`src/rtl/des_key_sched_if.sv`:
```
// Handshake bundle between a DES key-schedule requester and the subkey generator.
// The requester drives start/key/mode and accepts subkeys; the generator answers.
interface des_key_sched_if;
   logic        start;
   logic [63:0] key_in;
   logic        decrypt;
   logic [47:0] subkey;
   logic        subkey_valid;
   logic        subkey_ready;
   logic [3:0]  round;
   logic        busy;
   logic        done;

   modport master (
      output start, key_in, decrypt, subkey_ready,
      input  subkey, subkey_valid, round, busy, done
   );

   modport slave (
      input  start, key_in, decrypt, subkey_ready,
      output subkey, subkey_valid, round, busy, done
   );
endinterface

```
`src/rtl/des_key_sched.sv`:
```
// DES key schedule: streams the 16 round subkeys (forward or reverse order)
// over a valid/ready handshake, one subkey per cycle when not backpressured.
module des_key_sched (
   input logic            clk,
   input logic            n_rst,
   des_key_sched_if.slave bus
);

   localparam logic [1:0] ST_IDLE = 2'd0;
   localparam logic [1:0] ST_GEN  = 2'd1;
   localparam logic [1:0] ST_DONE = 2'd2;

   // FIPS 46-3 bit positions (1-based, MSB first)
   localparam int PC1 [56] = '{
      57, 49, 41, 33, 25, 17,  9,  1, 58, 50, 42, 34, 26, 18,
      10,  2, 59, 51, 43, 35, 27, 19, 11,  3, 60, 52, 44, 36,
      63, 55, 47, 39, 31, 23, 15,  7, 62, 54, 46, 38, 30, 22,
      14,  6, 61, 53, 45, 37, 29, 21, 13,  5, 28, 20, 12,  4
   };

   localparam int PC2 [48] = '{
      14, 17, 11, 24,  1,  5,  3, 28, 15,  6, 21, 10,
      23, 19, 12,  4, 26,  8, 16,  7, 27, 20, 13,  2,
      41, 52, 31, 37, 47, 55, 30, 40, 51, 45, 33, 48,
      44, 49, 39, 56, 34, 53, 46, 42, 50, 36, 29, 32
   };

   // Single-step advances happen leaving rounds 0, 7 and 14 in both directions.
   localparam logic [15:0] ONE_SHIFT_MASK = 16'h4081;

   logic [1:0]  r_state;
   logic [27:0] r_c;
   logic [27:0] r_d;
   logic [3:0]  r_round;
   logic        r_decrypt;

   logic [55:0] w_pc1;
   logic [27:0] w_c0;
   logic [27:0] w_d0;
   logic [55:0] w_cd;
   logic [47:0] w_pc2;
   logic [27:0] w_c_next;
   logic [27:0] w_d_next;
   logic        w_single;
   logic        w_gen;

   genvar gi;

   generate
      for (gi = 0; gi < 56; gi++) begin : g_pc1
         assign w_pc1[55-gi] = bus.key_in[64-PC1[gi]];
      end
   endgenerate

   assign w_c0 = w_pc1[55:28];
   assign w_d0 = w_pc1[27:0];
   assign w_cd = {r_c, r_d};

   generate
      for (gi = 0; gi < 48; gi++) begin : g_pc2
         assign w_pc2[47-gi] = w_cd[56-PC2[gi]];
      end
   endgenerate

   assign w_single = ONE_SHIFT_MASK[r_round];

   always_comb begin
      w_c_next = r_c;
      w_d_next = r_d;
      case ({r_decrypt, w_single})
         2'b01: begin
            w_c_next = {r_c[26:0], r_c[27]};
            w_d_next = {r_d[26:0], r_d[27]};
         end
         2'b00: begin
            w_c_next = {r_c[25:0], r_c[27:26]};
            w_d_next = {r_d[25:0], r_d[27:26]};
         end
         2'b11: begin
            w_c_next = {r_c[0], r_c[27:1]};
            w_d_next = {r_d[0], r_d[27:1]};
         end
         default: begin
            w_c_next = {r_c[1:0], r_c[27:2]};
            w_d_next = {r_d[1:0], r_d[27:2]};
         end
      endcase
   end

   always_ff @(posedge clk or negedge n_rst) begin
      if (!n_rst) begin
         r_state   <= ST_IDLE;
         r_c       <= '0;
         r_d       <= '0;
         r_round   <= '0;
         r_decrypt <= 1'b0;
      end else begin
         case (r_state)
            ST_IDLE: begin
               if (bus.start) begin
                  r_decrypt <= bus.decrypt;
                  r_round   <= '0;
                  r_state   <= ST_GEN;
                  // Decryption starts at K16, whose C/D equals C0/D0.
                  if (bus.decrypt) begin
                     r_c <= w_c0;
                     r_d <= w_d0;
                  end else begin
                     r_c <= {w_c0[26:0], w_c0[27]};
                     r_d <= {w_d0[26:0], w_d0[27]};
                  end
               end
            end
            ST_GEN: begin
               if (bus.subkey_ready) begin
                  if (r_round == 4'd15) begin
                     r_round <= '0;
                     r_state <= ST_DONE;
                  end else begin
                     r_round <= r_round + 4'd1;
                     r_c     <= w_c_next;
                     r_d     <= w_d_next;
                  end
               end
            end
            ST_DONE: r_state <= ST_IDLE;
            default: r_state <= ST_IDLE;
         endcase
      end
   end

   assign w_gen            = (r_state == ST_GEN);
   assign bus.subkey_valid = w_gen;
   assign bus.busy         = w_gen;
   assign bus.done         = (r_state == ST_DONE);
   assign bus.round        = w_gen ? r_round : 4'd0;
   assign bus.subkey       = w_gen ? w_pc2 : 48'h0;

endmodule

```
`src/flat_wrapper.sv`:
```
// flat-port wrapper written by rule: the top's interface ports become plain ports
module des_key_sched_flat 
  (clk, n_rst, bus_start, bus_key_in, bus_decrypt, bus_subkey_ready, bus_subkey, bus_subkey_valid, bus_round, bus_busy, bus_done);
  des_key_sched_if bus_i ();
  input logic clk;
  input logic n_rst;
  input wire logic [$bits(bus_i.start)-1:0] bus_start;
  input wire logic [$bits(bus_i.key_in)-1:0] bus_key_in;
  input wire logic [$bits(bus_i.decrypt)-1:0] bus_decrypt;
  input wire logic [$bits(bus_i.subkey_ready)-1:0] bus_subkey_ready;
  output wire logic [$bits(bus_i.subkey)-1:0] bus_subkey;
  output wire logic [$bits(bus_i.subkey_valid)-1:0] bus_subkey_valid;
  output wire logic [$bits(bus_i.round)-1:0] bus_round;
  output wire logic [$bits(bus_i.busy)-1:0] bus_busy;
  output wire logic [$bits(bus_i.done)-1:0] bus_done;
  assign bus_i.start = bus_start;
  assign bus_i.key_in = bus_key_in;
  assign bus_i.decrypt = bus_decrypt;
  assign bus_i.subkey_ready = bus_subkey_ready;
  assign bus_subkey = bus_i.subkey;
  assign bus_subkey_valid = bus_i.subkey_valid;
  assign bus_round = bus_i.round;
  assign bus_busy = bus_i.busy;
  assign bus_done = bus_i.done;
  des_key_sched u_core (.clk(clk), .n_rst(n_rst), .bus(bus_i));
endmodule
```
`config.mk`:
```
export PLATFORM = sky130hd
export DESIGN_NAME = des_key_sched_flat
export DESIGN_NICKNAME = d
export VERILOG_FILES = /design/src/rtl/des_key_sched_if.sv /design/src/rtl/des_key_sched.sv /design/src/flat_wrapper.sv
export SDC_FILE = /design/constraint.sdc
export NUM_CORES = 1
export LEC_CHECK = 0
export BUFFER_PORTS_ARGS = -buffer_cell sky130_fd_sc_hd__buf_2
export CORE_MARGIN = 8
export CORE_UTILIZATION = 50
export DETAILED_ROUTE_END_ITERATION = 6
export GPL_ROUTABILITY_DRIVEN = 1
export PLACE_DENSITY = 0.81
export RECOVER_POWER = 100
export SETUP_SLACK_MARGIN = 0.3
export SKIP_CTS_REPAIR_TIMING = 1
export SYNTH_ARGS = -nofsm -noshare
export SYNTH_HDL_FRONTEND = slang
export SYNTH_SLANG_ARGS = --single-unit
```
`constraint.sdc`:
```
create_clock -name clk -period 2.1 [get_ports clk]
set_input_delay 0.42 -clock clk [delete_from_list [all_inputs] [get_ports clk]]
set_output_delay 0.42 -clock clk [all_outputs]
set_load 0.03 [all_outputs]
```
==> results.json <==
{
  "max_slew.worst_pin.slew_ps": 1650,
  "ranking_of_synthesized_cells_by_area": "sky130_fd_sc_hd__dfrtp_1 30%, sky130_fd_sc_hd__nand2_1 8.7%, sky130_fd_sc_hd__and2_1 6.7%, sky130_fd_sc_hd__mux2_2 6.1%, sky130_fd_sc_hd__mux2i_1 5.8%",
  "power_report.internal_total_mw": 7.42,
  "p_comb_share_pct": 74.2,
  "critical_path_peak_fanout": 8,
  "timing.final.crit_period_ps": 2360,
  "final.setup_skew_ps": 9.53,
  "reg2reg_from": "u_core.r_round[1]",
  "hold_viol": 0,
  "synth_cell_type_count": 52,
  "drt_iter0_drc": 984,
  "post-synth-top-area-fraction_pct": 29.6,
  "post-route-period-util_pct": 113,
  "critPathLaunch": "u_core.r_round[1]",
  "dpl.hpwl_um": 12800,
  "netSwitchingPower_mw": 7.30,
  "maximum_number_of_pins_on_one_net_before_global_route_repair": 64,
  "via_count": 6635,
  "worstPathCellList": "inv_2 > ha_4 > nor3b_4 > a21oi_4 > buf_12 > clkbuf_16 > a221oi_2 > nand2_1 > a32o_1",
  "min-delay-start": "bus_subkey_ready",
  "peakVddDrop_v": 0.000924,
  "critical_path_required_ps": 2350,
  "p_sw_share_pct": 49.6,
  "gpl.final_weighted_congestion": 0.916,
  "die-width_um": 119,
  "slew_headroom_pct": -10.1,
  "syn-instance-count": 655,
  "ff2ff_setup_slack_ps": -260,
  "placement_rows": 37,
  "synth_edf_count": 0,
  "hold_path_class": "in -> reg",
  "leakage_nw": 3.50,
  "overflow": 0,
  "post-synth-top-area-cell": "sky130_fd_sc_hd__dfrtp_1",
  "numCtsBuffers": 9,
  "routed_wl_um": 23900,
  "critical_path.endpoint_type": "register",
  "count_of_clock_tree_sinks": 63,
  "max_freq_ghz": 0.423,
  "cpMaxStageDelayCell": "sky130_fd_sc_hd__dfrtp_2",
  "violations_in_the_final_reports": "design-rule violations, max-capacitance violations, max-slew violations, negative setup slack",
  "number_of_antenna_violations_at_the_first_check_in_global_routing": 0,
  "dr_vias_cell": 6.95,
  "setup-tns-final_ps": -3190,
  "crit_path_start_kind": "register",
  "global_route.usage.total_pct": 24.5,
  "seq_area_frac_synth_pct": 29.6,
  "clk-insertion-delay-late_ps": 370,
  "detail_route.first_pass.iterations": 7,
  "worst-endpoint-arrival_ps": 2610,
  "fp.dieH_um": 119,
  "setup_repair_after_global_routing_missed_its_margin": "true",
  "critPathKind": "reg -> reg",
  "area.growth.synth_to_final_pct": 48.2,
  "dominant_cell_by_count_in_the_synthesized_netlist": "sky130_fd_sc_hd__nand2_1",
  "grt_pass1_vias": 5904,
  "ys_warnings": 0,
  "worst_setup_hold_path_clk_slew_ps": 80,
  "n_antenna_cell": 0,
  "final_net_count": 886,
  "grt_first_pass_wirelength_um": 28900,
  "power_per_cell_area_nw_per_um2": 1860,
  "power.share.sequential_pct": 19.0,
  "power.clock.fraction_pct": 6.8,
  "critPathTopFamily": "compound AO/OA/AOI/OAI gates",
  "number_of_setup_violations_in_the_final_report": 45,
  "async_reset_ff_share_pct": 100,
  "clock_tree_from_tritoncts": "built",
  "drt_drc_violations_left": 6,
  "cap_violations": 1,
  "syn_avg_cell_area_um2": 8.14,
  "coreArea_um2": 10300,
  "wl_per_cell_um": 25.1,
  "synth.cell_area_um2": 5330,
  "die_area_um2": 14200,
  "cp_num_buf_inv": 3,
  "pins_over_their_slew_limit": 64,
  "yosys_most_used_dff": "sky130_fd_sc_hd__dfrtp_1",
  "floorplan.initialDensity_pct": 51.6,
  "place_worst_setup_slack_ps": -62.7,
  "timing.final.ws_setup_ps": -264,
  "synth_nets": 727,
  "placed_cells": 881,
  "port_buffers": 115,
  "synth_seq_cells": 63,
  "io-pin-count": 124,
  "outcome": "finished with violations",
  "whs_ps": 325,
  "final_antenna_net_count": 0,
  "drive_gt1_share_pct": 45.2,
  "ctsHtreeMaxLevel": 3,
  "stdcell_count": 955,
  "critical_path.max_stage_delay_ps": 480,
  "clock_tree.buffer_depth": 2,
  "synth.cells.most_frequent": "124 x sky130_fd_sc_hd__nand2_1, 63 x sky130_fd_sc_hd__dfrtp_1, 57 x sky130_fd_sc_hd__and2_1",
  "clk_root_buffer_cell": "sky130_fd_sc_hd__clkbuf_8"
}
## cell families after synthesis
group	after synthesis	synth area share [%]
AO/OA/AOI/OAI	213	29.0
adder cells (fa/ha/maj)	3	0.704
buffers and inverters	67	6.48
multiplexers	62	12.5
AND/OR/NAND/NOR	247	21.8
flip-flops	63	29.6
## flip-flops by register name, indices dropped and copies added, names as in the netlist
register / cells
u_core.r_state: 2
u_core.r_d: 28
u_core.r_round: 4
u_core.r_c: 28
u_core.r_decrypt: 1
## layout make-up
class | instances | area [um^2]
multi-input combinational | 525 | 3880
fill | 660 | 2420
timing repair buffer | 207 | 2040
sequential | 63 | 1580
tap | 136 | 170
clock buffer | 9 | 124
clock inverter | 7 | 48.8
inverter | 6 | 37.5
timing repair inverter | 2 | 22.5
## power by group through the flow
stage                     clock (mW)  sequential (mW)  combinational, mW
after global routing            1.07             2.84               11.4
after CTS                      0.987             2.59               7.64
after global placement             0             2.58               7.42
final                          0.998             2.80               10.9
after floorplan                    0             2.29               5.99
after detailed placement           0             2.60               7.61
## final timing paths
path | endpoint | cells past startpoint
worst min-delay path | u_core.r_state[1] | 3
max in group asynchronous | u_core.r_state[0] | 2
worst min register to register | u_core.r_state[0] | 1
min in group asynchronous | u_core.r_d[5] | 2
worst max-delay path | u_core.r_d[23] | 9
worst max register to register | u_core.r_d[23] | 9
## per-stage QoR
stage | utilization, % | total power, mW | cell area (um^2)
6_report | 76.5 | 14.7 | 7900
5_1_grt | 76.5 | 15.3 | 7900
4_1_cts | 62.6 | 11.2 | 6460
3_5_place_dp | 60.9 | 10.2 | 6290
3_3_place_gp | 60.9 | 10.0 | 6290
2_1_floorplan | - | 8.28 | 5570
## metal layers
layer | global-route usage (%) | wire length, um
met1 | 30.7 | 8390
met2 | 39.4 | 11000
met3 | 5.76 | 3060
met4 | 10.4 | 1440
met5 | 0 | 39
## worst min-delay path: cells and delay by family
family,cells,cell delay (ps)
buf+inv,1,130
simple gates,2,110
## placed cells by master, fill, tap and decap left out, drive strengths merged, types with 10 or more instances in the layout
cell / instances
buf: 191
nand2: 124
dfrtp: 63
and2: 57
a21oi: 42
a31oi: 40
nor2: 34
mux2i: 32
a22o: 31
mux2: 30
clkbuf: 25
a32oi: 13
a22oi: 12
o21ai: 11
o211ai: 10
Note: power is estimated with default switching activity, not from simulation.
